===== config.mk =====
export PLATFORM = sky130hd
export DESIGN_NAME = lsu_ctrl
export DESIGN_NICKNAME = d
export VERILOG_FILES = /design/src/rtl/lsu_pkg.sv /design/src/rtl/lsu_byte_lane.sv /design/src/rtl/lsu_ctrl.sv
export SDC_FILE = /design/constraint.sdc
export NUM_CORES = 1
export LEC_CHECK = 0
export ABC_CLOCK_PERIOD_IN_PS = 2300
export CAP_MARGIN = 15
export CORE_MARGIN = 2
export CORE_UTILIZATION = 49
export DETAILED_ROUTE_END_ITERATION = 8
export GPL_TIMING_DRIVEN = 0
export PLACE_DENSITY = 0.87
export RECOVER_POWER = 50
export SLEW_MARGIN = 20
export SYNTH_ARGS = -nofsm -noshare
export SYNTH_HDL_FRONTEND = slang
export SYNTH_SLANG_ARGS = --single-unit

===== constraint.sdc =====
create_clock -name clk -period 2.3 [get_ports clk]
set_clock_uncertainty 0.2 [all_clocks]
set_input_delay 0.46 -clock clk [delete_from_list [all_inputs] [get_ports clk]]
set_output_delay 0.46 -clock clk [all_outputs]
set_load 0.02 [all_outputs]

===== src/rtl/lsu_pkg.sv =====
// Purpose : shared types and constants for the load/store unit.
// Latency : n/a (package only).
// Backpr. : n/a.
// Contents: access-size codes, FSM state encoding.
package lsu_pkg;

    localparam logic [1:0] SZ_BYTE = 2'b00;
    localparam logic [1:0] SZ_HALF = 2'b01;
    localparam logic [1:0] SZ_WORD = 2'b10;  // 2'b11 is also handled as a word

    typedef enum logic [1:0] {
        IDLE = 2'd0,
        ACC  = 2'd1,
        WR   = 2'd2,
        DONE = 2'd3
    } lsu_state_e;

endpackage


===== src/rtl/lsu_byte_lane.sv =====
// Purpose : lane extraction (with sign/zero extension) and lane merge for sub-word accesses.
// Latency : purely combinational.
// Backpr. : none.
// Ports   : i_word  memory word, i_wdata store data (low bits used), i_lane byte lane,
//           i_size access size, i_uns zero-extend; o_ext extended load value, o_merge merged word.
module lsu_byte_lane
    import lsu_pkg::*;
(
    input  logic [31:0] i_word,
    input  logic [31:0] i_wdata,
    input  logic [1:0]  i_lane,
    input  logic [1:0]  i_size,
    input  logic        i_uns,
    output logic [31:0] o_ext,
    output logic [31:0] o_merge
);

    logic [7:0]  w_byte;
    logic [15:0] w_half;

    always_comb begin
        w_byte = 8'h00;
        case (i_lane)
            2'd0:    w_byte = i_word[7:0];
            2'd1:    w_byte = i_word[15:8];
            2'd2:    w_byte = i_word[23:16];
            default: w_byte = i_word[31:24];
        endcase
        // Halfwords only look at lane[1]; lane[0] is ignored (forced aligned).
        w_half = i_lane[1] ? i_word[31:16] : i_word[15:0];

        o_ext = i_word;
        case (i_size)
            SZ_BYTE: o_ext = {{24{~i_uns & w_byte[7]}}, w_byte};
            SZ_HALF: o_ext = {{16{~i_uns & w_half[15]}}, w_half};
            default: o_ext = i_word;
        endcase
    end

    always_comb begin
        o_merge = i_word;
        case (i_size)
            SZ_BYTE: begin
                case (i_lane)
                    2'd0:    o_merge[7:0]   = i_wdata[7:0];
                    2'd1:    o_merge[15:8]  = i_wdata[7:0];
                    2'd2:    o_merge[23:16] = i_wdata[7:0];
                    default: o_merge[31:24] = i_wdata[7:0];
                endcase
            end
            SZ_HALF: begin
                if (i_lane[1]) o_merge[31:16] = i_wdata[15:0];
                else           o_merge[15:0]  = i_wdata[15:0];
            end
            default: o_merge = i_wdata;
        endcase
    end

endmodule


===== src/rtl/lsu_ctrl.sv =====
// Purpose : load/store sequencer in front of a word-only data memory; sub-word stores use read-modify-write.
// Latency : load / word store done 2 cycles after accept, sub-word store 3; next request accepted the cycle after done.
// Backpr. : ready high only in IDLE; req while busy is dropped, not queued.
// Ports   : req/we/size/uns/addr/wdata request in; ready/done/rdata/exc status out;
//           dm_addr/dm_din/dm_wEn/dm_dout memory side (memory writes on negedge, reads combinationally).
// Option  : define LSU_MISALIGN_EXC_EN to flag misaligned half/word accesses on exc instead of aligning them.
module lsu_ctrl
    import lsu_pkg::*;
#(
    parameter int ADDR_W = 32,
    parameter int DM_AW  = 10
) (
    input  logic              clk,
    input  logic              rst_n,
    input  logic              req,
    input  logic              we,
    input  logic [1:0]        size,
    input  logic              uns,
    input  logic [ADDR_W-1:0] addr,
    input  logic [31:0]       wdata,
    output logic              ready,
    output logic              done,
    output logic [31:0]       rdata,
    output logic              exc,
    output logic [DM_AW-1:0]  dm_addr,
    output logic [31:0]       dm_din,
    output logic              dm_wEn,
    input  logic [31:0]       dm_dout
);

    lsu_state_e        r_state;
    logic              r_we_q;
    logic [1:0]        r_size_q;
    logic              r_uns_q;
    logic [DM_AW+1:0]  r_addr_q;
    logic [31:0]       r_wdata_q;
    logic [31:0]       r_merge_q;
    logic [31:0]       r_rdata;
    logic              r_done;
    logic              r_exc;
    logic [31:0]       r_din_last;

    logic [31:0]       w_ext;
    logic [31:0]       w_merge;
    logic              w_misalign;
    logic              w_word_wr;
    logic              w_wr_phase;
    logic [31:0]       w_dm_din;
    logic              w_unused_addr;

    // Address bits above the memory window never reach the memory.
    assign w_unused_addr = &{1'b0, addr[ADDR_W-1:DM_AW+2]};

`ifdef LSU_MISALIGN_EXC_EN
    assign w_misalign = ((r_size_q == SZ_HALF) && r_addr_q[0]) ||
                        (r_size_q[1] && (r_addr_q[1:0] != 2'b00));
`else
    assign w_misalign = 1'b0;
`endif

    lsu_byte_lane u_lane (
        .i_word  (dm_dout),
        .i_wdata (r_wdata_q),
        .i_lane  (r_addr_q[1:0]),
        .i_size  (r_size_q),
        .i_uns   (r_uns_q),
        .o_ext   (w_ext),
        .o_merge (w_merge)
    );

    assign w_word_wr  = (r_state == ACC) && r_we_q && r_size_q[1] && !w_misalign;
    assign w_wr_phase = w_word_wr || (r_state == WR);

    // Write data is muxed combinationally so it is valid at the negedge of the
    // write cycle; otherwise it holds whatever was last presented.
    assign w_dm_din = w_word_wr         ? r_wdata_q :
                      (r_state == WR)   ? r_merge_q : r_din_last;

    // rst_n gates the strobe directly so a reset asserted mid-write blocks the negedge write.
    assign dm_wEn  = w_wr_phase & rst_n;
    assign dm_din  = w_dm_din;
    assign dm_addr = r_addr_q[DM_AW+1:2];
    assign ready   = (r_state == IDLE);
    assign done    = r_done;
    assign rdata   = r_rdata;
    assign exc     = r_exc;

    always_ff @(posedge clk) begin
        if (!rst_n) begin
            r_state    <= IDLE;
            r_we_q     <= 1'b0;
            r_size_q   <= 2'b00;
            r_uns_q    <= 1'b0;
            r_addr_q   <= '0;
            r_wdata_q  <= 32'h0;
            r_merge_q  <= 32'h0;
            r_rdata    <= 32'h0;
            r_done     <= 1'b0;
            r_exc      <= 1'b0;
            r_din_last <= 32'h0;
        end else begin
            r_done     <= 1'b0;
            r_exc      <= 1'b0;
            r_din_last <= w_dm_din;
            case (r_state)
                IDLE: begin
                    if (req) begin
                        r_we_q    <= we;
                        r_size_q  <= size;
                        r_uns_q   <= uns;
                        r_addr_q  <= addr[DM_AW+1:0];
                        r_wdata_q <= wdata;
                        r_state   <= ACC;
                    end
                end
                ACC: begin
                    if (w_misalign) begin
                        r_exc   <= 1'b1;
                        r_done  <= 1'b1;
                        r_state <= DONE;
                    end else if (!r_we_q) begin
                        r_rdata <= w_ext;
                        r_done  <= 1'b1;
                        r_state <= DONE;
                    end else if (r_size_q[1]) begin
                        r_done  <= 1'b1;
                        r_state <= DONE;
                    end else begin
                        r_merge_q <= w_merge;
                        r_state   <= WR;
                    end
                end
                WR: begin
                    r_done  <= 1'b1;
                    r_state <= DONE;
                end
                default: r_state <= IDLE;
            endcase
        end
    end

endmodule


==> summary.md, run 1 <==
| Metric | Value |
|---|---|
| Clock root buffer | `clkbuf_16` |
| Setup crit start kind | `flip-flop` |
| Max Root-Sink Buffers | `2` |
| Layout cells sized above 1 | `0.235` |
| Vertical die dimension | `122 um` |
| Length of routed met2 wiring | `12,600 um` |
| Post-Syn Area per Cell | `8.00 sq um` |
| Metal-1 WL | `9890 um` |
| Rel. slew slack | `0.525` |
| DR vias/cell | `6.01` |
| Initial antenna violation count | `0` |
| Register bit total from synthesis | `147` |
| Number of synthesis warnings | `0` |
| GRT Overall Usage | `0.331` |
| Crit share post-route | `1.11` |
| Hold slack | `0.254 ns` |
| Wirelength per Cell | `21.3 um` |
| CP endpoint | `dm_din[18]` |
| Worst hold path type | `flip-flop to flip-flop` |
| Cell variety after synth | `37` |
| Final slew viol count | `0` |
| Failing checks | `setup timing` |
| Final WS setup | `-0.245 ns` |
| Vias in the first global route | `7,124` |
| Setup WS pre-CTS | `-0.638 ns` |
| First-pass GRT wire length | `37,600 um` |
| Synth Cell Area | `6810 sq um` |
| Antenna-violating nets left | `0` |
| Leakage | `3.89 nW` |
| Sink Count | `147` |
| Total CTS buffers | `17` |
| Post-DP HPWL | `15,900 um` |
| PortBufs | `158` |
| Unrepaired setup endpoints after global routing | `yes` |
| Commonest cells after routing, fill and taps aside | `dfxtp_1, nand2_1, clkdlybuf4s50_1, a21oi_1, o21ai_0` |
| Ant diodes | `0` |
| Reg2Reg Setup Slack | `-0.04 ns` |
| # H-tree levels | `4` |
| WS Path Type | `flip-flop to primary output` |
| Clk_lat worst skew | `0.43 ns` |
| Nets | `1,159` |
| Largest net degree at the start of global routing | `17` |
| Worst reg2reg path startpoint | `r_state[1]` |
| First DRT Iteration DRCs | `751` |
| Layout Area Growth over Synthesis | `55.5%` |
| Routability Congestion | `0.967` |
| Clk slew on worst S/H paths | `0.06 ns` |
| Worst path arrival time | `1.89 ns` |
| Reg2Reg Depth | `9` |
| Number of max-cap violations | `0` |
| Cells after synthesis | `851` |
| Terminus of the critical flop-to-flop path | `rdata[7]` |
| Critical path launch point | `r_state[0]` |
| Fmax | `0.393 GHz` |
| CTS tree | `built` |
| PwrDens | `1050 nW/um^2` |
| VDD IR max | `0.625 mV` |
| IO Pins | `181` |
| Hold Crit Depth | `2` |
| Via count | `7,475` |
| Die area | `14,800 sq um` |
| Residual DRC count | `0` |
| Tmin final | `2.55 ns` |
| Syn Nets | `958` |
| Most common cell after layout, fill and taps aside | `dfxtp_1` |
| Sequential fraction of the synthesis area | `0.432` |
| Die X | `122 um` |
| Remaining global-route overflow | `0` |
| Status | `finished with violations` |
| WP data required | `1.64 ns` |
| Final Hold Fails | `0` |
| Drt total wl | `26,500 um` |
| Met3 wire length | `2480 um` |
| Critical path fanouts, max | `5` |
| DR top layer | `met4` |
| Hold-fix buffers at CTS | `0` |
| Core area | `13,700 sq um` |
| Worst Max-Slew Pin Slew | `0.710 ns` |
| Initial Utilization | `0.496` |
| Crit. End Element | `primary output` |
| Final setup fails | `34` |
| Drt pass-1 iters | `5` |
| Num rows | `43` |
-- per-stage QoR --
step                      instance area [sq um]  setup TNS, ns  utilization  power [mW]  instances
final                                     10600          -6.69        0.772        11.1       1244
after global routing                      10600          -8.01        0.772        11.5       1244
after CTS                                 10100          -4.33        0.735        10.5       1230
after detailed placement                   8610         -23.19        0.628        6.96       1189
after global placement                     8610         -21.20        0.628        6.89       1189
after floorplan                            6810              0            -        5.53        851
-- registers in the layout, summed over array words and instances (netlist names) --
signal / cells
r_state: 2
r_wdata_q: 32
r_uns_q: 1
done: 1
r_merge_q: 32
r_size_q: 2
rdata: 32
r_din_last: 32
r_addr_q: 12
r_we_q: 1
-- layout make-up --
cell class	instances	area, sq um
Multi-Input combinational cell	617	4230
Fill cell	889	3130
Sequential cell	147	2950
Timing Repair Buffer	183	1950
Buffer	80	556
Clock buffer	22	474
Tap cell	180	225
Clock inverter	9	176
Inverter	6	27.5
-- worst min path at each step --
stage                   endpoint          from
finish               r_addr_q[3]   r_addr_q[3]
CTS                  r_addr_q[6]   r_addr_q[6]
global placement     r_addr_q[4]   r_addr_q[4]
global route        r_addr_q[10]  r_addr_q[10]
detailed placement   r_addr_q[6]   r_addr_q[6]
floorplan           r_addr_q[10]  r_addr_q[10]
-- power by group --
group | leakage [nW] | internal [mW] | switching, mW | total (mW)
clock | 0.316 | 2.00 | 1.13 | 3.13
combinational | 2.38 | 2.00 | 2.49 | 4.49
sequential | 1.20 | 3.05 | 0.461 | 3.51
total | 3.89 | 7.06 | 4.07 | 11.1
-- layer usage --
layer | GRT usage | up-vias
met5 | 0 | -
met4 | 0.175 | 0
met3 | 0.0871 | 139
met2 | 0.537 | 485
met1 | 0.404 | 3525
li1 | - | 3326
-- cells in the mapped netlist, drive strengths merged --
master,number,share of area
a311oi,16,0.021
and2,33,0.030
nand2b,7,0.0064
dfxtp,147,0.43
nor2b,9,0.0083
and3,1,0.00092
a21o,7,0.0077
a31o,7,0.0090
buf,42,0.037
a2111oi,1,0.0022
clkbuf,39,0.022
o211ai,1,0.0011
nor2,72,0.040
a22oi,8,0.0088
conb,1,0.00055
or3,1,0.00092
o21bai,1,0.0011
a221oi,1,0.0013
a21oi,156,0.12
o22ai,1,0.00092
ha,4,0.0074
o21ai,55,0.040
nand3,23,0.017
inv,6,0.0033
and2b,1,0.0011
mux2i,53,0.079
mux2,16,0.026
nand2,142,0.078
-- logic make-up (layout without fill, tap and decap cells) --
logic type      Yosys count  count (layout)  synth area share
flops                   147             147             0.432
other cells               1               1          0.000551
mux                      69              69             0.105
compound gates          254             254             0.209
simple gates            289             289             0.184
fa+ha+maj                 4               4           0.00735
buf+inv                  87             300            0.0620
-- critical path, stage by stage, from the launching register on --
cell	delay (ns)
dfxtp_4	0.37
inv_4	0.07
ha_4	0.20
buf_12	0.15
buf_12	0.15
mux2i_4	0.29
a21oi_4	0.09
buf_6	0.13
-- what timing repair did --
action / CTS / global route
endpoints found under the setup margin: 34 / 58
gates resized for setup: 351 / 68
pin swaps: 25 / 10
setup buffers: 8 / 10
cloned: 2 / 5
hold endpoints to repair: 0 / 0
(Power assumes the default switching activity.)
==> run 2, diff against run 1 <==
--- a/config.mk
+++ b/config.mk
@@ -6,7 +6,7 @@
 export NUM_CORES = 1
 export LEC_CHECK = 0
 export ABC_CLOCK_PERIOD_IN_PS = 2300
-export CAP_MARGIN = 15
+export CAP_MARGIN = 25
 export CORE_MARGIN = 2
 export CORE_UTILIZATION = 49
 export DETAILED_ROUTE_END_ITERATION = 8
==> results of run 2 <==
Same layout as run 1: the final DEF is identical, and so are final timing and power.
